`src/rtl/core_pkg.sv`:
```
// Shared core types and constants used by the fetch stage and its buffer.
package core_pkg;

    localparam int XLEN = 32;

    localparam logic [XLEN-1:0] RESET_PC = 32'h0000_0000;
    // ADDI x0,x0,0: presented to decode whenever no real instruction is buffered.
    localparam logic [XLEN-1:0] NOP_INST = 32'h0000_0013;

    typedef struct packed {
        logic [XLEN-1:0] inst;
        logic [XLEN-1:0] pc;
    } fetch_entry_t;

endpackage

```
`src/rtl/fetch_fifo.sv`:
```
// Two-entry instruction buffer; the head register drives decode directly and
// holds {NOP_INST, 0} whenever the buffer is empty.
module fetch_fifo
    import core_pkg::*;
(
    input  logic         clk,
    input  logic         rst,
    input  logic         flush,
    input  logic         push,
    input  fetch_entry_t push_entry,
    input  logic         pop,
    output fetch_entry_t head,
    output logic         valid,
    output logic [1:0]   count
);

    localparam fetch_entry_t EMPTY = '{inst: NOP_INST, pc: '0};

    fetch_entry_t tail;
    logic         do_pop;
    logic         do_push;

    assign valid   = (count != 2'd0);
    assign do_pop  = pop && valid;
    assign do_push = push && ((count != 2'd2) || do_pop);

    // NOTE: all state here uses non-blocking assignments so every register
    // samples pre-edge values; tail is deliberately left out of reset because
    // count alone decides whether its payload is meaningful.
    always_ff @(posedge clk) begin
        if (rst || flush) begin
            count <= 2'd0;
            head  <= EMPTY;
        end else begin
            unique case ({do_push, do_pop})
                2'b10: begin
                    if (count == 2'd0) head <= push_entry;
                    else               tail <= push_entry;
                    count <= count + 2'd1;
                end
                2'b01: begin
                    head  <= (count == 2'd2) ? tail : EMPTY;
                    count <= count - 2'd1;
                end
                2'b11: begin
                    if (count == 2'd1) begin
                        head <= push_entry;
                    end else begin
                        head <= tail;
                        tail <= push_entry;
                    end
                end
                default: ;
            endcase
        end
    end

endmodule

```
`src/rtl/fetch_unit.sv`:
```
// Instruction fetch: owns the PC, keeps one IMEM request in flight, and
// discards the response of a fetch overtaken by a redirect.
module fetch_unit
    import core_pkg::*;
(
    input  logic            clk,
    input  logic            rst,
    output logic            imem_req_valid,
    input  logic            imem_req_ready,
    output logic [XLEN-1:0] imem_addr,
    input  logic            imem_rsp_valid,
    input  logic [XLEN-1:0] imem_rsp_data,
    output logic [XLEN-1:0] inst_CCD,
    output logic [XLEN-1:0] pc_CCD,
    output logic            inst_valid,
    input  logic            dec_ready,
    input  logic            redirect_valid,
    input  logic [XLEN-1:0] redirect_pc,
    output logic            misalign_err
);

    logic [XLEN-1:0] pc;
    logic [XLEN-1:0] req_pc;
    logic            outstanding;
    logic            drop;
    logic [1:0]      count;
    logic            deq;
    logic            accept;
    logic            rsp_live;
    logic [2:0]      occupancy;
    fetch_entry_t    head;
    fetch_entry_t    rsp_entry;

    assign deq       = inst_valid && dec_ready;
    // Slots already committed: buffered entries plus the in-flight fetch.
    assign occupancy = {1'b0, count} + {2'b00, outstanding} - {2'b00, deq};

    assign imem_req_valid = !rst && !redirect_valid
                          && (!outstanding || imem_rsp_valid)
                          && (occupancy < 3'd2);
    assign imem_addr = pc;
    assign accept    = imem_req_valid && imem_req_ready;
    assign rsp_live  = imem_rsp_valid && outstanding;
    assign rsp_entry = '{inst: imem_rsp_data, pc: req_pc};

    always_ff @(posedge clk) begin
        if (rst) begin
            pc           <= RESET_PC;
            req_pc       <= RESET_PC;
            outstanding  <= 1'b0;
            drop         <= 1'b0;
            misalign_err <= 1'b0;
        end else begin
            misalign_err <= redirect_valid && (|redirect_pc[1:0]);

            if (accept) begin
                outstanding <= 1'b1;
                req_pc      <= pc;
            end else if (rsp_live) begin
                outstanding <= 1'b0;
            end

            if (redirect_valid) begin
                pc <= {redirect_pc[XLEN-1:2], 2'b00};
            end else if (accept) begin
                pc <= pc + 32'd4;
            end

            // Consecutive redirects keep one drop pending: only one stale response exists.
            if (redirect_valid && outstanding && !imem_rsp_valid) begin
                drop <= 1'b1;
            end else if (rsp_live) begin
                drop <= 1'b0;
            end
        end
    end

    fetch_fifo u_fifo (
        .clk        (clk),
        .rst        (rst),
        .flush      (redirect_valid),
        .push       (rsp_live && !drop && !redirect_valid),
        .push_entry (rsp_entry),
        .pop        (deq && !redirect_valid),
        .head       (head),
        .valid      (inst_valid),
        .count      (count)
    );

    assign inst_CCD = head.inst;
    assign pc_CCD   = head.pc;

endmodule

```
`config.mk`:
```
export PLATFORM = sky130hd
export DESIGN_NAME = fetch_unit
export DESIGN_NICKNAME = d
export VERILOG_FILES = /design/src/rtl/core_pkg.sv /design/src/rtl/fetch_fifo.sv /design/src/rtl/fetch_unit.sv
export SDC_FILE = /design/constraint.sdc
export NUM_CORES = 1
export LEC_CHECK = 0
export ABC_AREA = 0
export ABC_CLOCK_PERIOD_IN_PS = 16800
export CELL_PAD_IN_SITES_DETAIL_PLACEMENT = 0
export CELL_PAD_IN_SITES_GLOBAL_PLACEMENT = 1
export CORE_MARGIN = 4
export CORE_UTILIZATION = 39
export CTS_CLUSTER_SIZE = 24
export DETAILED_ROUTE_END_ITERATION = 10
export PLACE_DENSITY_LB_ADDON = 0.12
export SETUP_SLACK_MARGIN = 0.15
export SYNTH_ARGS = -nofsm -noshare
export SYNTH_HDL_FRONTEND = slang
export SYNTH_SLANG_ARGS = --single-unit
```
`constraint.sdc`:
```
create_clock -name clk -period 16.8 [get_ports clk]
set_input_delay 4.2 -clock clk [delete_from_list [all_inputs] [get_ports clk]]
set_output_delay 4.2 -clock clk [all_outputs]
set_load 0.03 [all_outputs]
```
### Word level (Yosys, flattened, before mapping)

Cells that the tools add are included.

* output and inout port bits: 99
* flip-flop bits (word level): 197
* bits of input ports: 70

* bitwise logic cells: 1
* $add $sub $neg: 5
* magnitude comparators: 1
* mux-type cells: 13
* reduce and logical (&&, ||, !) cells: 34
* equality and inequality tests: 9

Operators by type and width (count)
* $mux 64: 5
* $pmux 64 s3: 1
* $pmux 64 s2: 1
* $mux 32: 2
* $add 32x3->32 const B: 1
* $logic_and 1x1->1: 14
* $reduce_bool 2->1: 6
* $eq 2x2->1 const B: 3
* $ne 2x2->1 const B: 3
* $logic_not 1->1: 5
* $eq 2x1->1 const B: 2
* $pmux 2 s2: 1
* $reduce_and 4->1: 1
* $reduce_or 2->1: 2
* $add 2x1->3: 1
* $logic_or 1x1->1: 3
* $lt 3x2->1 const B: 1
* $mux 1: 3
* $reduce_bool 3->1: 1
* $sub 3x1->3: 1
* $add 2x1->2 const B: 1
* $logic_not 2->1: 1
* $ne 2x1->1 const B: 1
* $reduce_and 2->1: 1
* 2 further kinds: 2

### Longest topological paths before layout

Gate-level depths: netlist of run 1.

* depth after elaboration: 9
* gate-level depth with buffers: 14
* depth with buffers taken out: 12

### Cells and area by module

A second synthesis of run 1 with hierarchy kept.

* cells, all modules: 1185
* area, all modules: 9729.3 sq um

Modules (own cells, without submodules)
* fetch_fifo: cells an instance 804, area an instance 6716.4 sq um, instances 1
* fetch_unit: cells an instance 381, area an instance 3012.9 sq um, instances 1

### Least setup slack after synthesis of run 1

OpenSTA, ideal clock, no wires.

* path type: in2reg
* start: input dec_ready
* end: register u_fifo.tail[10] (netlist name) (enable)
* setup slack: 1339 ps
* required time: 15986 ps
* arrival: 14647 ps
* stages: 7
* cell sequence: nor2b_1 nor2b_1 or3_1 inv_1 ha_1 nor2_1 a2111oi_0

* longest elaborated chain between the ends: 8

Ends and longest elaborated chain
* from (decl): RTL line fetch_unit.sv:16 `input logic dec_ready,`
* $logic_and 1x1->1 (*): RTL line fetch_unit.sv:34 `assign deq = inst_valid && dec_ready;`
* $logic_and 1x1->1 (*): RTL line fetch_unit.sv:84 `.pop (deq && !redirect_valid),`
* $logic_and 1x1->1 (*): RTL line fetch_fifo.sv:24 `assign do_pop = pop && valid;`
* $logic_or 1x1->1: RTL line fetch_fifo.sv:25 `assign do_push = push && ((count != 2'd2) || do_pop);`
* $logic_and 1x1->1: RTL line fetch_fifo.sv:25
* $eq 2x2->1: RTL line fetch_fifo.sv:35 `unique case ({do_push, do_pop})`
* $ne 2x2->1 (no source line) or $reduce_bool 2->1 (tied branches)
* $reduce_and 4->1 (no source line) (*)
* to (signal assigned): RTL line fetch_fifo.sv:38 `else tail <= push_entry;`
* to (signal assigned): RTL line fetch_fifo.sv:50 `tail <= push_entry;`
* to (decl): RTL line fetch_fifo.sv:19 `fetch_entry_t tail;`

Every way passes the cells marked *; elsewhere a longest branch is shown, timed or not.
A chain may end at the register's enable or synchronous reset.

### Worst setup path after layout of run 1

* start: input dec_ready
* end: output imem_req_valid

* longest elaborated chain between the ends: 4

Ends and longest elaborated chain
* $logic_and 1x1->1: RTL line fetch_unit.sv:34
* $sub 3x1->3: RTL line fetch_unit.sv:36 `assign occupancy = {1'b0, count} + {2'b00, outstanding} - {2'b00, deq};`
* $lt 3x2->1: RTL line fetch_unit.sv:40 `&& (occupancy < 3'd2);`
* $logic_and 1x1->1: RTL line fetch_unit.sv:40
* to (decl): RTL line fetch_unit.sv:8 `output logic imem_req_valid,`

No other way between the ends.

==> results of run 1 <==
[power breakdown]
part	switching [W]	internal [W]	total [W]	leakage, nW
logic	0.0000418	0.0000361	0.0000779	1.35
clock network	0.000176	0.000224	0.000400	0.279
registers	0.0000104	0.000478	0.000488	1.55
[registers in the layout, summed over array words and instances, names as in the netlist]
| name | flops |
|---|---|
| misalign_err | 1 |
| u_fifo.tail | 62 |
| imem_addr | 30 |
| outstanding | 1 |
| u_fifo.count | 2 |
| drop | 1 |
| u_fifo.head | 62 |
| req_pc | 30 |
[Yosys cell counts, drive strengths merged (5+ instances only)]
cell type,count,share of area
clkbuf,44,0.022
xor2,15,0.017
a21oi,47,0.031
a211oi,65,0.064
nand4,15,0.013
a22oi,62,0.061
nand3,19,0.012
o22ai,7,0.0057
a31oi,6,0.0049
buf,14,0.010
nor2,87,0.043
dfxtp,127,0.33
o21ai,8,0.0053
edfxtp,62,0.24
nand2,83,0.041
ha,8,0.013
inv,9,0.0044
and2,10,0.0082
and3,5,0.0041
[per-stage QoR]
step	util	setup slack [ns]	cell area [µm²]	total power, W
3_5_place_dp	0.4989	5.664	9457	0.0005764
3_3_place_gp	0.4989	5.769	9457	0.0005756
4_1_cts	0.5298	5.643	10040	0.0009782
6_report	0.5298	5.648	10040	0.0009659
2_1_floorplan	-	1.339	7627	0.0005377
5_1_grt	0.5298	5.449	10040	0.001007
[cells in the final DEF, fill, tap and decap left out, drive strengths merged, types with 16 or more instances in the layout]
master         synthesis  layout
dfxtp                127     127
a21oi                 47      47
nand3                 19      19
nor2                  87      87
a211oi                65      65
clkbuf                44      19
edfxtp                62      62
clkdlybuf4s50          0     163
nand2                 83      83
inv                    9      16
a22oi                 62      62
[layer usage]
| layer | share of wire | up-vias |
|---|---|---|
| li1 | - | 3031 |
| met1 | 0.50 | 2768 |
| met2 | 0.42 | 189 |
| met3 | 0.064 | 13 |
| met4 | 0.0082 | 0 |
| met5 | 0 | - |
[path summary, 6_finish.rpt]
kind,startpoint,endpoint
worst max-delay path,dec_ready,imem_req_valid
worst max register to register,u_fifo.count[1]$_SDFFE_PN0P_,imem_addr[17]$_SDFFE_PP0P_
worst min register to register,req_pc[21]$_SDFFE_PP0P_,u_fifo.tail[21]$_DFFE_PP_
worst min-delay path,req_pc[21]$_SDFFE_PP0P_,u_fifo.tail[21]$_DFFE_PP_
[area by class of cell]
class	instances	area (µm²)
Sequential cell	189	4404
Timing Repair Buffer	175	1719
Clock buffer	19	432.9
Tap cell	260	325.3
Inverter	9	33.78
Multi-Input combinational cell	496	2974
Fill cell	1724	8912
Clock inverter	13	153.9
[cells by family after synthesis]
family                   Yosys count  synth area share
AO/OA/AOI/OAI                    213            0.1919
AND/OR/NAND/NOR                  248            0.1510
other                              1         0.0004924
multiplexers                       5          0.006736
XOR/XNOR                          17           0.01955
buffers and inverters             67           0.03631
flip-flops                       189            0.5783
adder cells (fa/ha/maj)            9           0.01577
==> results.cfg, run 1 <==
[clock_tree]
cts.repair.resized = 0
htree_levels = 4
cts_hold_buf = 0
cts_tree = done
cts.sinks = 189
path_clk_slew_ns = 0.06
cts_buffers = 17
postCtsSetupBuffers = 0
clockRootBuffer = clkbuf_16
clockBufferDepth = 2
clk_latency_ns = 0.42

[drt]
first_pass_iters = 5
vias = 6001
drc = 0
route.antenna.remaining_nets = 0
wl_mm = 18.94
routedWlPerCell_um = 16.31
viasPerCell = 5.169
drt-initial-drc-count = 426

[setup_path]
critPathLaunchType = input port
cpMaxStageDelayCell = clkdlybuf4s50_1
crit_type = input port to primary output
crit_buf_inv = 2
path_max_fanout = 5
end_kind = primary output
crit_cells = 9
crit_arrival_ns = 6.95
reg2reg_slack_ns = 13.11
path_delay_family = buffers and inverters
cp_cell_sequence = clkdlybuf4s50_1 > nor2b_1 > ha_1 > nand2b_1 > fa_1 > xnor2_1 > nand3_1 > nor2_1 > clkdlybuf4s50_1
cp_common_cell = clkdlybuf4s50_1
critPathMaxStageDelay_ns = 0.67
reg2regPathDepth = 11
worstPathRequired_ns = 12.60

[yosys]
ys_ff_latch = 189
synth_ff_type = dfxtp_1
synthCells = 749
syn_area_um2 = 7616
syn_area_per_cell_um2 = 10.17
synth-seq-area-share = 0.5783
synth_cell_types = 54
async_reset_ff_frac = 0
yosysWarnings = 0
synth-edff-count = 62

[timing]
maxSlewViolCount = 0
finClkSkew_ns = 0.01179
worst_slew_pin_slew_ns = 0.7716
period_share = 0.6638
max_freq_mhz = 89.67
hold-worst-slack_ns = 0.4731
post-route-min-period_ns = 11.15
rsz0062_at_grt = false
hold_viol = 0
setup_viol = 0
relSlewSlack = 0.4813
fin_setup_tns_ns = 0

[power]
peakVddDrop_v = 0.00006292
powerDensity_nw_per_um2 = 96.17
power.leakage_nw = 3.176

[cells_and_area]
layout-drive-gt1-share = 0.06215
area_growth_pct = 31.87
finalNetCount = 967
stdcell_count = 1161
n_antenna_cell = 0

[global_route]
grt_max_degree = 69
overflow = 0
grt_pass1_vias = 5759
grtUsageMet2 = 0.2519
antenna_found_initial = 0
grt_busiest_layer = met1
met1_usage = 0.2614
grt_usage = 0.1741
grt_pass1_wl_mm = 31.00
grt.met3_usage = 0.04629

[floorplan]
die_h_um = 147.7
rows = 50
initial_core_util = 0.4018
num_io_pins = 169
core_area_um2 = 18960
die-area_um2 = 21830
die_w_um = 147.7

[placed_design]
dp_hpwl_mm = 13.01
placedCellCount = 1129
place_congestion = 0.8656
io_buffers = 164

[min_path]
hp-class = flip-flop to flip-flop
hold_path_depth = 0

[outcome]
status = finished clean

[flow_run]
maxCapViolCount = 0
Power figures use the tool's default switching activity.
==> run 2, diff against run 1 <==
ABC_CLOCK_PERIOD_IN_PS = 10500   (was 16800)
clock period = 10.5 ns   (was 16.8 ns; I/O delays follow)
==> run 2 against run 1 <==
  * Sequential share of layout area about the same
  * Clock-buffer cell count up 1
  * Clock skew about the same
  * Register-to-register slack worse by 6.2 ns
  * Clock power up 56%
  * First-iteration DRC count down 24%
  * Critical endpoint unchanged
  * Highest routed layer unchanged
==> results.cfg, run 2 (same netlist as run 1, synthesis figures left out) <==
[drt]
drc = 0
wl_mm = 19.11
first_pass_iters = 5
viasPerCell = 5.190
routedWlPerCell_um = 16.47
vias = 6020
drt-initial-drc-count = 322
route.antenna.remaining_nets = 0

[cells_and_area]
final_common_cell = clkdlybuf4s50_1
layout_common_cells = clkdlybuf4s50_1, dfxtp_1, nor2_1
design_area_um2 = 10030
n_antenna_cell = 0
area_growth_pct = 31.76
n_fill_cell = 1763
layout-drive-gt1-share = 0.05778
largestRegisters = u_fifo.head (62), u_fifo.tail (62)
finalNetCount = 966

[global_route]
overflow = 0
antenna_found_initial = 0
grt_pass1_wl_mm = 31.36
grt_usage = 0.1756
grt_max_degree = 122
grt_pass1_vias = 5962

[timing]
fin_ws_ns = 2.553
finClkSkew_ns = 0.01148
setup_viol = 0
worst_slew_pin_slew_ns = 1.184
period_share = 0.7568
hold-worst-slack_ns = 0.4727
post-route-min-period_ns = 7.947
rsz0062_at_grt = false
relSlewSlack = 0.2110
hold_viol = 0
fin_setup_tns_ns = 0
max_freq_mhz = 125.8
maxSlewViolCount = 0

[clock_tree]
cts_buffers = 17
cts.sinks = 189
cts.repair.resized = 0
clockRootBuffer = clkbuf_16
cts_hold_buf = 0
postCtsSetupBuffers = 0
htree_levels = 4
clk_latency_ns = 0.42
clockBufferDepth = 2
path_clk_slew_ns = 0.07
cts_tree = done

[flow_run]
maxCapViolCount = 0

[setup_path]
crit_type = input port to primary output
regToRegEndpoint = imem_addr[17]$_SDFFE_PP0P_
crit_arrival_ns = 5.32
path_max_fanout = 5
critPathLaunchType = input port
worstPathRequired_ns = 7.88
end_kind = primary output
reg2reg_slack_ns = 6.86
cp_common_cell = clkdlybuf4s50_1
reg2regPathDepth = 11
r2r-start = u_fifo.count[1]$_SDFFE_PN0P_
critPathMaxStageDelay_ns = 0.67
cp_cell_sequence = clkdlybuf4s50_1 > nor2b_1 > ha_1 > nand2b_1 > fa_1 > xnor2_1 > nand3_1 > nor2_1 > clkdlybuf4s50_1
cpMaxStageDelayCell = clkdlybuf4s50_1

[power]
finalPower_w = 0.001531
peakVddDrop_v = 0.0001071
powerDensity_nw_per_um2 = 152.6
power.leakage_nw = 3.167

[placed_design]
post-place-ws_ns = 2.547
place_congestion = 0.8281
place_area_um2 = 9462
io_buffers = 164
dp_hpwl_mm = 13.00

[floorplan]
die_w_um = 147.7
num_io_pins = 169
core_area_um2 = 18960
die_h_um = 147.7
initial_core_util = 0.4018
rows = 50
die-area_um2 = 21830

[min_path]
hold_end = u_fifo.tail[8]$_DFFE_PP_
hp-class = flip-flop to flip-flop
hold_path_depth = 0
min-delay-start = req_pc[8]$_SDFFE_PP0P_

[outcome]
status = finished clean
-- run 2: cell types whose count changed in the layout (fill, tap and decap cells not counted) --
cell,change
inv_8,-2
clkinv_2,-1
a2111oi_2,-1
clkinvlp_4,-2
clkinv_1,+2
inv_6,-1
buf_4,-1
clkinv_4,+3
clkbuf_1,+1
a2111oi_4,+1
-- run 2: metal layers --
| metal | GRT usage | part of all wire | vias to the layer above |
|---|---|---|---|
| li1 | - | - | 3038 |
| met1 | 0.2621 | 0.50 | 2775 |
| met2 | 0.2558 | 0.42 | 196 |
| met3 | 0.04660 | 0.068 | 11 |
| met4 | 0.03868 | 0.0060 | 0 |
| met5 | 0 | 0 | - |
-- run 2: area by class of cell --
cell class / instances / area, µm² / area share
multi-input cells: 496 / 2987 / 0.2976
clock inverters: 12 / 136.4 / 0.01359
well taps: 260 / 325.3 / 0.03242
clock buffers: 20 / 436.7 / 0.04352
flip-flops and latches: 189 / 4404 / 0.4389
inverters: 9 / 33.78 / 0.003367
repair buffers: 174 / 1712 / 0.1706
-- run 2: how the worst max path moves through the flow --
stage / cells after the start / endpoint / from
floorplan: 7 / u_fifo.tail[10]$_DFFE_PP_ / dec_ready
global placement: 9 / imem_req_valid / dec_ready
detailed placement: 9 / imem_req_valid / dec_ready
CTS: 9 / imem_req_valid / dec_ready
global route: 9 / imem_req_valid / dec_ready
finish: 9 / imem_req_valid / dec_ready
-- run 2: metrics by stage --
stage | util | instances
3_3_place_gp | 0.4991 | 1128
4_1_cts | 0.5294 | 1160
3_5_place_dp | 0.4991 | 1128
2_1_floorplan | - | 752
6_report | 0.5294 | 1160
5_1_grt | 0.5294 | 1160
-- run 2: power breakdown --
group	internal (W)	switching (W)
clock	0.000354	0.000271
sequential	0.000765	0.0000169
combinational	0.0000579	0.0000672
-- run 2: worst max-delay path: cells and delay by family --
family / cells / cell delay (ns)
xor gates and xnor gates: 1 / 0.32
adders and majority gates: 2 / 0.64
buffers and inverters: 2 / 1.13
and+or+nand+nor: 4 / 0.60
==> run 3, diff against run 2 <==
ABC_CLOCK_PERIOD_IN_PS = 7950   (was 10500)
clock period = 7.95 ns   (was 10.5 ns; I/O delays follow)
==> run 3 against run 2 <==
  * Global-route usage fell by 0.13 points
  * Sequential share of layout area rose by 0.093 points
  * Via count fell by 0.85%
  * Wire length fell by 0.33%
  * Total power rose by 30%
  * Critical path depth did not move
  * Clock power rose by 27%
  * Cell area fell by 0.21%
  * Largest power group unchanged
  * Clock-buffer cell count fell by 1
  * Cell count did not move
  * Non-clock buffer count did not move
==> results.cfg, run 3 (same netlist as run 1, synthesis figures left out) <==
[floorplan]
num_io_pins = 169
die_h_um = 147.7
die-area_um2 = 21830
rows = 50
initial_core_util = 0.4018
die_w_um = 147.7
core_area_um2 = 18960

[global_route]
grt_max_degree = 122
grt_pass1_vias = 5822
antenna_found_initial = 0
overflow = 0
grt_pass1_wl_mm = 31.09
grt_usage = 0.1743

[drt]
drc = 0
viasPerCell = 5.146
wl_met3_mm = 1.109
m1WireLength_mm = 9.844
route.antenna.remaining_nets = 0
drt-initial-drc-count = 331
routedWlPerCell_um = 16.42
first_pass_iters = 5
wl_mm = 19.04
vias = 5969
route.met2.wl_mm = 7.955
top_layer_used = met4

[cells_and_area]
n_antenna_cell = 0
finalNetCount = 966
area_growth_pct = 31.48
layout_common_cells = clkdlybuf4s50_1, dfxtp_1, nor2_1
n_fill_cell = 1752
largestRegisters = u_fifo.head (62), u_fifo.tail (62)
layout-drive-gt1-share = 0.06000
final_common_cell = clkdlybuf4s50_1
stdcell_count = 1160

[min_path]
hp-class = flip-flop to flip-flop

[timing]
max_freq_mhz = 149.6
setup_viol = 0
worst_slew_pin_slew_ns = 1.213
relSlewSlack = 0.1916
maxSlewViolCount = 0
period_share = 0.8406
fin_setup_tns_ns = 0
rsz0062_at_grt = false
finClkSkew_ns = 0.01331
hold_viol = 0
post-route-min-period_ns = 6.682

[power]
powerDensity_nw_per_um2 = 199.0
p_seq_frac = 0.518
peakVddDrop_v = 0.0001392
p_sw_w = 0.0004730
power.leakage_nw = 3.153
p_clk_frac = 0.399
switching_share = 0.2374
comb_power_share = 0.083
internal_power_w = 0.001520

[flow_run]
maxCapViolCount = 0

[clock_tree]
path_clk_slew_ns = 0.07
clockRootBuffer = clkbuf_16
cts_tree = done
cts_hold_buf = 0
cts_buffers = 17
cts.repair.resized = 0
clockBufferDepth = 2
postCtsSetupBuffers = 0
clk_latency_ns = 0.43
htree_levels = 4
cts.sinks = 189

[placed_design]
dp_hpwl_mm = 12.80
io_buffers = 164
placedCellCount = 1128
place_congestion = 0.8205

[setup_path]
path_max_fanout = 5
cp_cell_sequence = clkdlybuf4s50_1 > nor2b_1 > ha_1 > nand2b_1 > fa_1 > xnor2_1 > nand3_1 > nor2_1 > clkdlybuf4s50_1
crit_arrival_ns = 4.69
end_kind = primary output
critPathLaunchType = input port
cp_common_cell = clkdlybuf4s50_1
cpMaxStageDelayCell = clkdlybuf4s50_1
reg2reg_slack_ns = 4.25
crit_type = input port to primary output
critPathMaxStageDelay_ns = 0.67
worstPathRequired_ns = 5.96

[outcome]
status = finished clean
## run 3: path summary, 6_finish.rpt
check / from / endpoint / depth (start not counted)
max: dec_ready / imem_req_valid / 9
max reg2reg: u_fifo.count[1]$_SDFFE_PN0P_ / imem_addr[17]$_SDFFE_PP0P_ / 11
min reg2reg: req_pc[4]$_SDFFE_PP0P_ / u_fifo.tail[4]$_DFFE_PP_ / 0
min: req_pc[4]$_SDFFE_PP0P_ / u_fifo.tail[4]$_DFFE_PP_ / 0
## run 3: per-layer routing
layer  vias up  track usage
li1       3044            -
met1      2742       0.2640
met2       170       0.2494
met3        13      0.04353
met4         0      0.04194
met5         -            0
## run 3: cell type report
| type | count | area (µm²) | area share |
|---|---|---|---|
| Inverter | 9 | 33.78 | 0.003374 |
| Multi-Input combinational cell | 496 | 2987 | 0.2983 |
| Sequential cell | 189 | 4404 | 0.4398 |
| Clock inverter | 13 | 118.9 | 0.01187 |
| Tap cell | 260 | 325.3 | 0.03249 |
| Timing Repair Buffer | 174 | 1712 | 0.1709 |
| Clock buffer | 19 | 432.9 | 0.04323 |
## run 3: stage by stage
| step | cell area (µm²) | hold WS (ns) | power [W] | setup slack, ns | utilization |
|---|---|---|---|---|---|
| floorplan | 7634 | 0.4304 | 0.001136 | 0.8564 | - |
| global placement | 9462 | 0.4520 | 0.001217 | 1.336 | 0.4991 |
| detailed placement | 9462 | 0.4567 | 0.001219 | 1.256 | 0.4991 |
| CTS | 10010 | 0.4737 | 0.002015 | 1.248 | 0.5283 |
| global route | 10010 | 0.4859 | 0.002076 | 1.041 | 0.5283 |
| finish | 10010 | 0.4704 | 0.001993 | 1.268 | 0.5283 |
## run 3: worst max-delay path: cells and delay by family
family        cells  cell delay, ns
buf+inv           2            1.13
simple gates      4            0.60
xor+xnor          1            0.32
fa+ha+maj         2            0.66
## run 3: power by group through the flow
stage          clock [W]  combinational [W]  sequential, W
2_1_floorplan          0          0.0000649        0.00107
3_3_place_gp           0           0.000164        0.00105
3_5_place_dp           0           0.000165        0.00105
4_1_cts         0.000817           0.000166        0.00103
5_1_grt         0.000861           0.000179        0.00104
6_report        0.000795           0.000165        0.00103
